===== config.mk =====
export PLATFORM = sky130hd
export DESIGN_NAME = fetch_unit
export DESIGN_NICKNAME = d
export VERILOG_FILES = /design/src/rtl/fetch_unit.sv
export SDC_FILE = /design/constraint.sdc
export NUM_CORES = 1
export LEC_CHECK = 0
export CAP_MARGIN = 10
export CORE_MARGIN = 2
export CORE_UTILIZATION = 42
export DETAILED_ROUTE_END_ITERATION = 6
export MAX_ROUTING_LAYER = met4
export PLACE_DENSITY = 0.71
export REMOVE_ABC_BUFFERS = 1
export SLEW_MARGIN = 20
export SYNTH_ARGS = -nofsm -noshare
export SYNTH_HDL_FRONTEND = slang
export SYNTH_SLANG_ARGS = --single-unit

===== constraint.sdc =====
create_clock -name clk -period 4.88 [get_ports clk]
set_input_delay 0.976 -clock clk [delete_from_list [all_inputs] [get_ports clk]]
set_output_delay 0.976 -clock clk [all_outputs]
set_load 0.005 [all_outputs]

===== src/rtl/fetch_unit.sv =====
// Instruction fetch stage: owns the PC, reads a combinational instruction memory,
// and buffers {pc, instr} pairs in a 2-entry FIFO towards decode.
module fetch_unit #(
    parameter logic [31:0] RESET_PC = 32'h0000_0000
) (
    input  logic        clk,
    input  logic        rst_n,
    output logic [31:0] imem_addr,
    input  logic [31:0] imem_rdata,
    input  logic        redirect_valid,
    input  logic [31:0] redirect_pc,
    output logic        out_valid,
    input  logic        out_ready,
    output logic [31:0] out_instr,
    output logic [31:0] out_pc
);

    logic [31:0] pc;
    logic [31:0] buf_pc    [2];
    logic [31:0] buf_instr [2];
    logic        head;
    logic        tail;
    logic [1:0]  count;
    logic        pop;
    logic        push;

    // A redirect masks the head immediately so decode never consumes a stale entry.
    assign out_valid = (count != 2'd0) && !redirect_valid;
    assign pop       = out_valid && out_ready;
    assign push      = !redirect_valid && ((count != 2'd2) || pop);

    assign imem_addr = pc;
    assign out_instr = buf_instr[head];
    assign out_pc    = buf_pc[head];

    always_ff @(posedge clk or negedge rst_n) begin
        if (!rst_n) begin
            pc    <= RESET_PC;
            head  <= 1'b0;
            tail  <= 1'b0;
            count <= 2'd0;
            for (int i = 0; i < 2; i++) begin
                buf_pc[i]    <= 32'd0;
                buf_instr[i] <= 32'd0;
            end
        end else if (redirect_valid) begin
            pc    <= {redirect_pc[31:2], 2'b00};
            head  <= 1'b0;
            tail  <= 1'b0;
            count <= 2'd0;
        end else begin
            if (push) begin
                buf_pc[tail]    <= pc;
                buf_instr[tail] <= imem_rdata;
                tail            <= ~tail;
                pc              <= pc + 32'd4;
            end
            if (pop) begin
                head <= ~head;
            end
            // A pop always frees room for a push, so occupancy never drops here.
            if (push && !pop) begin
                count <= count + 2'd1;
            end
        end
    end

endmodule

==> results of run 1 <==
-- kinds of logic (layout without fill, tap and decap cells) --
| kind of cell | after synthesis | in the layout | share of synthesized area |
|---|---|---|---|
| other cells | 1 | 4 | 0.000509 |
| xor+xnor | 13 | 13 | 0.0155 |
| simple gates | 102 | 102 | 0.0718 |
| mux | 187 | 187 | 0.286 |
| fa+ha+maj | 3 | 3 | 0.00509 |
| compound gates | 63 | 63 | 0.0581 |
| flops | 158 | 158 | 0.537 |
| buf+inv | 45 | 202 | 0.0270 |
-- per-layer routing --
layer,vias to the layer above,GRT usage,share of wire
li1,2374,-,-
met1,2588,0.237,0.42
met2,136,0.331,0.50
met3,31,0.0459,0.054
met4,0,0.0729,0.021
met5,-,-,0
-- power by group through the flow --
stage | registers, mW | logic, mW | clock network, mW
after floorplan | 2.15 | 1.24 | 0
after global placement | 2.18 | 2.27 | 0
after detailed placement | 2.24 | 2.32 | 0
after CTS | 2.22 | 2.34 | 1.43
after global routing | 2.30 | 2.48 | 1.49
final | 2.21 | 2.30 | 1.40
-- cells in the final DEF (no fill, tap or decap), drive strengths merged, types with 2 or more instances in the layout --
cell             n
conb             4
nand4            6
nor4             2
nor2            20
or4             11
inv              6
a2111o           3
xnor2           13
or3              6
o211ai           3
a2111oi          2
a31oi           12
and3             4
ha               3
o31a             2
clkdlybuf4s50  157
nand2           27
dfrtp          158
and4             2
a211oi           5
o31ai            7
o21ai           18
mux2           186
bufinv           4
a21oi            5
nand2b           2
nand3           15
buf             10
and2             2
or3b             2
clkbuf          23
-- cell type report --
type / count / area, um^2 / area share
Sequential cell: 158 / 3960 / 0.404
Multi-Input combinational cell: 372 / 3240 / 0.331
Timing Repair Buffer: 167 / 1660 / 0.170
Clock buffer: 23 / 488 / 0.0499
Tap cell: 225 / 282 / 0.0288
Clock inverter: 6 / 133 / 0.0136
Inverter: 6 / 22.5 / 0.00230
-- critical path: stages, from the launching register on --
cell,delay (ps)
dfrtp_2,790
buf_4,480
mux2_2,390
clkdlybuf4s50_1,450
-- state kept, by name, indices dropped and copies added (netlist names) --
signal / cells
buf_pc: 60
count: 2
buf_instr: 64
tail: 1
imem_addr: 30
head: 1
-- metrics by stage --
step	utilization	setup slack [ps]	hold slack (ps)	instance area, um^2
after floorplan	-	564	475	7200
after global placement	0.531	1270	483	9160
after detailed placement	0.531	1180	492	9160
after CTS	0.567	1300	505	9780
after global routing	0.567	1220	511	9780
final	0.567	1340	502	9780
-- how the worst max path moves through the flow --
| stage | from | endpoint | cells past startpoint |
|---|---|---|---|
| floorplan | out_ready | buf_instr[32]$_DFFE_PN0P_ | 3 |
| global placement | redirect_valid | imem_addr[25]$_DFFE_PN0P_ | 5 |
| detailed placement | redirect_valid | imem_addr[25]$_DFFE_PN0P_ | 5 |
| CTS | head$_DFFE_PN0P_ | out_pc[20] | 3 |
| global route | head$_DFFE_PN0P_ | out_pc[2] | 3 |
| finish | head$_DFFE_PN0P_ | out_pc[16] | 3 |
==> results.md, run 1 <==
* Outcome: finished clean
* Post-CTS Hold Fix Bufs at 0
* Hold path start: buf_pc[45]$_DFFE_PN0P_
* Gate power share at 0.389
* Final sum of negative setup slack at 0 ps
* TritonCTS Buffers at 17
* Max transition margin at 0.493
* Drt drc at 0
* Tmin final at 3540 ps
* Starting Density at 0.428
* Drt first pass iters at 4
* Die Y at 136 um
* I/O pin count at 165
* Area leader, netlist: dfrtp_1
* Flop-to-flop setup slack at 2120 ps
* Total Nets Final at 793
* Filler cells at 1,366
* Skew-Pair Late Insertion Delay at 420 ps
* Initial antenna violation count at 0
* Vias/cell at 5.36
* Share of cells above drive strength 1 at 0.313
* GRT Residual Overflow at 0
* Yosys warns at 0
* CTS tree: done
* Worst R2R End: buf_pc[10]$_DFFE_PN0P_
* Layout area overhead at 32.7%
* Count leader, synth: mux2_2
* Pwr/cell area at 604 mW/mm^2
* CTS sink cnt at 158
* Seq/Total Area, Yosys at 0.537
* DRT antenna net count at 0
* Async SR Flop Fraction at 1.00
* Final Routed Wirelength at 17,400 um
* Worst Hold Class: flip-flop to flip-flop
* Antenna Diode Count at 0
* CTS Buffer Depth at 2
* MaxCap Viol Count at 0
* Overall power at 5.91 mW
* Post-synth cell types at 44
* Drt wl/cell at 18.2 um
* Post-CTS setup repair buffer count at 0
* Final-report max-slew violation count at 0
* RSZ-0062 raised after global routing: false
* Total net switching power at 1.59 mW
* Pint at 4.32 mW
* H-tree depth at 4
* Row count at 48
* Tot GR Track Use at 0.199
* Worst path arrival time at 2570 ps
* Pin count of the biggest net entering global routing at 82
* Crit path max fanout at 27
* Mapped Avg Cell Area at 12.9 um^2
* Routability cong. at 0.827
* Fmax achieved at 0.282 GHz
* Final Setup Violations at 0
* Worst vdd ir at 0.284 mV
* DR vias at 5,129
* Post-CTS sizing at 0
* Reg2reg path depth at 7
* Worst path required time at 3900 ps
* Clk pwr share at 0.237
* Hold Path End: buf_pc[45]$_DFFE_PN0P_
* Area share of the largest cell type after synthesis at 0.537
* Top FF cell, synth: dfrtp_1
* Hold path depth at 1
* Clock Pin Slew Worst Setup and Hold Paths at 60 ps
* Crit start category: flip-flop
* Leakage at 3.85 nW
* Clock skew at 5.18 ps
* Port Buffer Count at 158
* Placed cell count at 928
* Global-route wire length before repair at 27,700 um
* Synth area leaders: dfrtp_1 54%, mux2_2 28%, xnor2_1 1.5%, nand2_1 1.4%, clkbuf_1 1.3%
* Post-synth top cells: 186 x mux2_2, 158 x dfrtp_1, 27 x nand2_1
* Fin cells at 957
* Mapped Cells at 572
* Core area at 0.0172 mm^2
* Die width at 136 um
* Mapped cell area at 0.00737 mm^2
* CP Capture Type: output port
* WS Path Type: flip-flop to output port
* Worst-Margin Slew at 761 ps
* Number of global-route vias before repair at 5,394
* Switching share of power at 0.270
* Worst R2R Start: count[0]$_DFFE_PN0P_
* Fin crit share at 0.726
* Die area at 0.0186 mm^2
* Yosys reg bits at 158
* Sequential power share at 0.374
* Hpwl dp at 11,800 um
* EDFF count, synth at 0
* DRT iter0 DRCs at 251
* Final Hold Violating Endpoints at 0
* Root buffer cell: clkbuf_16
Note: power is estimated with default switching activity, not from simulation.
==> run 2, diff against run 1 <==
==> constraint.sdc (replaced) <==
create_clock -name clk -period 3.5 [get_ports clk]
set_input_delay 0.7 -clock clk [delete_from_list [all_inputs] [get_ports clk]]
set_output_delay 0.7 -clock clk [all_outputs]
set_load 0.005 [all_outputs]
==> run 2 against run 1 <==
  * Hold slack got worse by 400 ps
  * Clock power rose by 41%
  * First-iteration DRC count rose by 23%
  * Sequential cell count did not move
  * Cell area rose by 0.69%
  * Sequential share of layout area fell by 0.28 points
  * Critical path type is now primary input to output port
==> results.md, run 2 (synthesized netlist as in run 1, its figures left out) <==
* Worst path arrival time at 2190 ps (was 2570 ps)
* Final Hold Violating Endpoints at 0 (unchanged)
* MaxCap Viol Count at 0 (unchanged)
* Total Nets Final at 794 (was 793)
* Drt wl/cell at 18.0 um (was 18.2 um)
* Skew-Pair Late Insertion Delay at 410 ps (was 420 ps)
* Die width at 136 um (unchanged)
* GRT Residual Overflow at 0 (unchanged)
* Worst-Margin Slew at 624 ps (was 761 ps)
* Flop-to-flop setup slack at 950 ps (was 2120 ps)
* H-tree depth at 4 (unchanged)
* Post-CTS sizing at 0 (unchanged)
* CP top delay family: buffers and inverters (unchanged)
* Starting Density at 0.428 (unchanged)
* Max transition margin at 0.584 (was 0.493)
* Initial antenna violation count at 0 (unchanged)
* Dpl cell area at 0.00920 mm^2 (was 0.00916 mm^2)
* Core area at 0.0172 mm^2 (unchanged)
* Worst R2R Start: count[0]$_DFFE_PN0P_ (unchanged)
* Max reg flops at 64 (unchanged)
* Worst path required time at 2800 ps (was 3900 ps)
* Port Buffer Count at 158 (unchanged)
* Antenna Diode Count at 0 (unchanged)
* RSZ-0062 raised after global routing: false (unchanged)
* Die Y at 136 um (unchanged)
* Tmin final at 2890 ps
* Outcome: finished clean (unchanged)
* Drt drc at 0 (unchanged)
* Most frequent cells in the layout: 186 x mux2_2, 157 x dfrtp_1, 157 x clkdlybuf4s50_1 (unchanged)
* CTS tree: done (unchanged)
* Share of cells above drive strength 1 at 0.318 (was 0.313)
* Clock skew at 6.28 ps (was 5.18 ps)
* Root buffer cell: clkbuf_16 (unchanged)
* Commonest non-fill, non-tap cell in the layout: mux2_2 (unchanged)
* Crit start category: primary input (was flip-flop)
* Layout area overhead at 33.6% (was 32.7%)
* Die area at 0.0186 mm^2 (unchanged)
* DR vias at 5,164 (was 5,129)
* CTS Buffer Depth at 2 (unchanged)
* Post-CTS setup repair buffer count at 0 (unchanged)
* DRT antenna net count at 0 (unchanged)
* Row count at 48 (unchanged)
* Reg area at 0.00396 mm^2 (unchanged)
* Drt first pass iters at 4 (unchanged)
* Filler cells at 1,372 (was 1,366)
* Global-route wire length before repair at 27,600 um (was 27,700 um)
* Worst path slowest cell: clkdlybuf4s50_1 (was dfrtp_2)
* Tot GR Track Use at 0.197 (was 0.199)
* Leakage at 3.88 nW (was 3.85 nW)
* Number of global-route vias before repair at 5,441 (was 5,394)
* Final Setup Violations at 0 (unchanged)
* Final sum of negative setup slack at 0 ps (unchanged)
* Crit path max fanout at 44 (was 27)
* CP Buf/Inv Count at 3 (was 2)
* DRT iter0 DRCs at 309 (was 251)
* Final-report max-slew violation count at 0 (unchanged)
* Register with the most flip-flops: buf_instr (unchanged)
* Vias/cell at 5.37 (was 5.36)
* Pwr/cell area at 843 mW/mm^2 (was 604 mW/mm^2)
* Multi-input logic area at 0.00324 mm^2 (unchanged)
* Final Routed Wirelength at 17,300 um (was 17,400 um)
* CP Capture Type: output port (unchanged)
* WS Path Type: primary input to output port (was flip-flop to output port)
* Routability cong. at 0.808 (was 0.827)
* Pin count of the biggest net entering global routing at 95 (was 82)
* Cells along the critical path: clkdlybuf4s50_1 -> buf_4 -> nor2_1 -> clkdlybuf4s50_1 (was buf_4 -> mux2_2 -> clkdlybuf4s50_1)
* Hpwl dp at 11,700 um (was 11,800 um)
* Clock Pin Slew Worst Setup and Hold Paths at 60 ps (about the same)
* Post-CTS Hold Fix Bufs at 0 (unchanged)
* Worst R2R End: imem_addr[31]$_DFFE_PN0P_ (was buf_pc[10]$_DFFE_PN0P_)
* Most used cell along the critical path: clkdlybuf4s50_1
* Worst Hold Class: primary input to async pin (was flip-flop to flip-flop)
* CTS sink cnt at 158 (unchanged)
* Reg2reg path depth at 6 (was 7)
* Layout Cell Area excl Fill at 0.00985 mm^2 (was 0.00978 mm^2)
* Worst vdd ir at 0.390 mV (was 0.284 mV)
* TritonCTS Buffers at 17 (unchanged)
* Fmax achieved at 0.346 GHz
* Worst path max stage delay at 510 ps (was 790 ps)
* I/O pin count at 165 (unchanged)
* Fin crit share at 0.826
-- run 2: report_power, final --
| group | internal (mW) | leakage (nW) | total [mW] | switching [mW] |
|---|---|---|---|---|
| combinational | 2.18 | 1.71 | 3.28 | 1.09 |
| sequential | 2.61 | 1.85 | 3.04 | 0.435 |
| clock | 1.27 | 0.312 | 1.98 | 0.713 |
-- run 2: area by class of cell --
type                    instances  share of cell area
inverters                       6             0.00229
flip-flops and latches        158               0.402
clock inverters                10              0.0161
well taps                     225              0.0286
repair buffers                168               0.173
clock buffers                  22              0.0492
multi-input cells             372               0.329
-- run 2: worst max-delay path by stage --
| stage | start | to | slack [ps] | cells past startpoint |
|---|---|---|---|---|
| after floorplan | count[0]$_DFFE_PN0P_ | buf_instr[32]$_DFFE_PN0P_ | -560 | 5 |
| after global placement | out_ready | imem_addr[25]$_DFFE_PN0P_ | 570 | 5 |
| after detailed placement | out_ready | imem_addr[25]$_DFFE_PN0P_ | 580 | 5 |
| after CTS | redirect_valid | out_valid | 600 | 4 |
| after global routing | redirect_valid | out_valid | 530 | 4 |
| final | redirect_valid | out_valid | 610 | 4 |
-- run 2: metrics by stage --
step | instances | hold slack (ps) | worst slack (ps) | total power, mW | util
CTS | 961 | 91.5 | 597 | 8.42 | 0.571
detailed placement | 929 | 491 | 575 | 6.40 | 0.534
global route | 961 | 93.1 | 534 | 8.81 | 0.571
global placement | 929 | 483 | 575 | 6.23 | 0.534
floorplan | 536 | 404 | -556 | 4.72 | -
finish | 961 | 105 | 609 | 8.30 | 0.571
-- run 2: routing by layer --
| metal | global-route usage | vias up | part of all wire |
|---|---|---|---|
| li1 | - | 2382 | - |
| met1 | 0.233 | 2645 | 0.41 |
| met2 | 0.336 | 123 | 0.53 |
| met3 | 0.0500 | 14 | 0.049 |
| met4 | 0.0463 | 0 | 0.010 |
| met5 | - | - | 0 |
==> run 3, diff against run 2 <==
--- a/config.mk
+++ b/config.mk
@@ -10,7 +10,7 @@
 export CORE_UTILIZATION = 42
 export DETAILED_ROUTE_END_ITERATION = 6
 export MAX_ROUTING_LAYER = met4
-export PLACE_DENSITY = 0.71
+export PLACE_DENSITY = 0.73
 export REMOVE_ABC_BUFFERS = 1
 export SLEW_MARGIN = 20
 export SYNTH_ARGS = -nofsm -noshare
==> constraint.sdc (replaced) <==
create_clock -name clk -period 2.4 [get_ports clk]
set_input_delay 0.48 -clock clk [delete_from_list [all_inputs] [get_ports clk]]
set_output_delay 0.48 -clock clk [all_outputs]
set_load 0.005 [all_outputs]
==> run 3 against run 2 <==
  * Total power is 47% higher
  * Critical path depth increased by 1
  * Hold slack got worse by 69 ps
  * Critical path type is now flip-flop to output port
==> results.md, run 3 (synthesized netlist as in run 1, its figures left out) <==
* Outcome: finished clean (unchanged)
* Final Util at 0.597 (was 0.571)
* Register with the most flip-flops: buf_instr (unchanged)
* TritonCTS Buffers at 17 (unchanged)
* Worst-Margin Slew at 511 ps (was 624 ps)
* RSZ-0062 raised after global routing: true (was false)
* Starting Density at 0.428 (unchanged)
* CTS Buffer Depth at 2 (unchanged)
* Drt first pass iters at 4 (unchanged)
* Max transition margin at 0.650 (was 0.584)
* MaxCap Viol Count at 0 (unchanged)
* Worst path slowest cell: dfrtp_2 (was clkdlybuf4s50_1)
* Hold_ws at 35.7 ps (was 105 ps)
* Final Hold Violating Endpoints at 0 (unchanged)
* Crit start category: flip-flop (was primary input)
* Final Setup Violations at 0 (unchanged)
* CTS tree: done (unchanged)
* Global-route wire length before repair at 28,800 um (was 27,600 um)
* Worst path max stage delay at 450 ps (was 510 ps)
* Root buffer cell: clkbuf_16 (unchanged)
* H-tree depth at 4 (unchanged)
* Initial antenna violation count at 0 (unchanged)
* Die width at 136 um (unchanged)
* Row count at 48 (unchanged)
* Worst path required time at 1920 ps (was 2800 ps)
* Vias/cell at 5.32 (was 5.37)
* Clock Pin Slew Worst Setup and Hold Paths at 60 ps (about the same)
* Fmax achieved at 0.427 GHz
* Clock skew at 9.65 ps (was 6.28 ps)
* Routability cong. at 0.839 (was 0.808)
* Drt wl/cell at 18.2 um (was 18.0 um)
* CP Capture Type: output port (unchanged)
* Max reg flops at 64 (unchanged)
* Core area at 0.0172 mm^2 (unchanged)
* WS Path Type: flip-flop to output port (was primary input to output port)
* Pwr/cell area at 1190 mW/mm^2 (was 843 mW/mm^2)
* Flop-to-flop setup slack at 130 ps (was 950 ps)
* Cells along the critical path: buf_12 -> clkbuf_16 -> buf_4 -> mux2_2 -> dlygate4sd2_1 (was clkdlybuf4s50_1 -> buf_4 -> nor2_1 -> clkdlybuf4s50_1)
* Leakage at 4.30 nW (was 3.88 nW)
* Die Y at 136 um (unchanged)
* GRT Residual Overflow at 0 (unchanged)
* Hpwl dp at 11,800 um (was 11,700 um)
* Commonest non-fill, non-tap cell in the layout: mux2_2 (unchanged)
* Antenna Diode Count at 0 (unchanged)
* Worst Hold Class: primary input to async pin (unchanged)
* I/O pin count at 165 (unchanged)
* Worst R2R Start: count[0]$_DFFE_PN0P_ (unchanged)
* Worst path arrival time at 1860 ps (was 2190 ps)
* Port Buffer Count at 158 (unchanged)
* Final-report max-slew violation count at 0 (unchanged)
* CP top delay family: buffers and inverters (unchanged)
* CTS sink cnt at 158 (unchanged)
* Share of cells above drive strength 1 at 0.351 (was 0.318)
* Reg2reg path depth at 6 (unchanged)
* Fin crit share at 0.977
* DR vias at 5,326 (was 5,164)
* Worst vdd ir at 0.560 mV (was 0.390 mV)
* Skew-Pair Late Insertion Delay at 420 ps (was 410 ps)
* Overall power at 12.2 mW (was 8.30 mW)
* Worst R2R End: imem_addr[25]$_DFFE_PN0P_ (was imem_addr[31]$_DFFE_PN0P_)
* CP Buf/Inv Count at 4 (was 3)
* Post-CTS Hold Fix Bufs at 0 (unchanged)
* Final Routed Wirelength at 18,200 um (was 17,300 um)
* Die area at 0.0186 mm^2 (unchanged)
* Number of global-route vias before repair at 5,567 (was 5,441)
* Total Nets Final at 834 (was 794)
* Layout area overhead at 39.7% (was 33.6%)
* Tmin final at 2340 ps
* Tot GR Track Use at 0.206 (was 0.197)
* Most frequent cells in the layout: 186 x mux2_2, 157 x dfrtp_1, 109 x clkdlybuf4s50_1 (was 186 x mux2_2, 157 x dfrtp_1, 157 x clkdlybuf4s50_1)
* Crit path max fanout at 12 (was 44)
* DRT antenna net count at 0 (unchanged)
* Pin count of the biggest net entering global routing at 59 (was 95)
* CP Depth at 5 (was 4)
* Drt drc at 0 (unchanged)
* Filler cells at 1,335 (was 1,372)
* DRT iter0 DRCs at 352 (was 309)
==> run 3: cell types whose count changed in the layout (fill, tap and decap cells not counted), moves of 5 or more <==
cell             previous run  this run
buf_12                      4         9
buf_4                       6        34
clkdlybuf4s50_1           157       109
dlygate4sd2_1               0        29
dlymetal6s2s_1              0        18
==> run 3: layout make-up <==
class	count	area, um^2	share of cell area
multi-input cells	372	3240	0.315
well taps	225	282	0.0273
repair buffers	208	2170	0.211
clock buffers	23	468	0.0454
inverters	6	22.5	0.00219
flip-flops and latches	158	3960	0.384
clock inverters	9	159	0.0154
==> run 3: how the worst max path moves through the flow <==
stage	from	end	slack, ps
CTS	head$_DFFE_PN0P_	out_pc[12]	-10
finish	head$_DFFE_PN0P_	out_pc[11]	60
detailed placement	out_ready	imem_addr[25]$_DFFE_PN0P_	-250
floorplan	count[0]$_DFFE_PN0P_	buf_instr[32]$_DFFE_PN0P_	-1660
global route	head$_DFFE_PN0P_	out_instr[7]	-20
global placement	out_ready	imem_addr[25]$_DFFE_PN0P_	-250
==> run 3: through the flow <==
step	cells	setup WS [ps]	cell area (um^2)	TNS [ps]
global route	1001	-20.7	10300	-269
global placement	954	-246	9430	-9200
detailed placement	954	-254	9430	-12550
CTS	989	-12.7	10100	-35.8
finish	1001	55.5	10300	0
floorplan	536	-1660	7200	-154890
==> run 3: what timing repair did <==
item / CTS / global route
setup endpoints to repair: 49 / 36
pin swaps: 0 / 2
resized for setup: 33 / 24
gates cloned: 2 / 2
buffers inserted: 1 / 10
==> run 3: power by group <==
part | internal [mW] | leakage, nW | switching, mW | total (mW)
clock | 1.80 | 0.290 | 1.07 | 2.87
sequential | 3.80 | 1.85 | 0.610 | 4.41
combinational | 3.20 | 2.16 | 1.72 | 4.92
total | 8.80 | 4.30 | 3.40 | 12.2
==> run 3: layer usage <==
layer / global-route usage / vias to the layer above / routed length [um]
li1: - / 2469 / -
met1: 0.247 / 2731 / 7910
met2: 0.350 / 115 / 9400
met3: 0.0488 / 11 / 782
met4: 0.0509 / 0 / 131
met5: - / - / 0
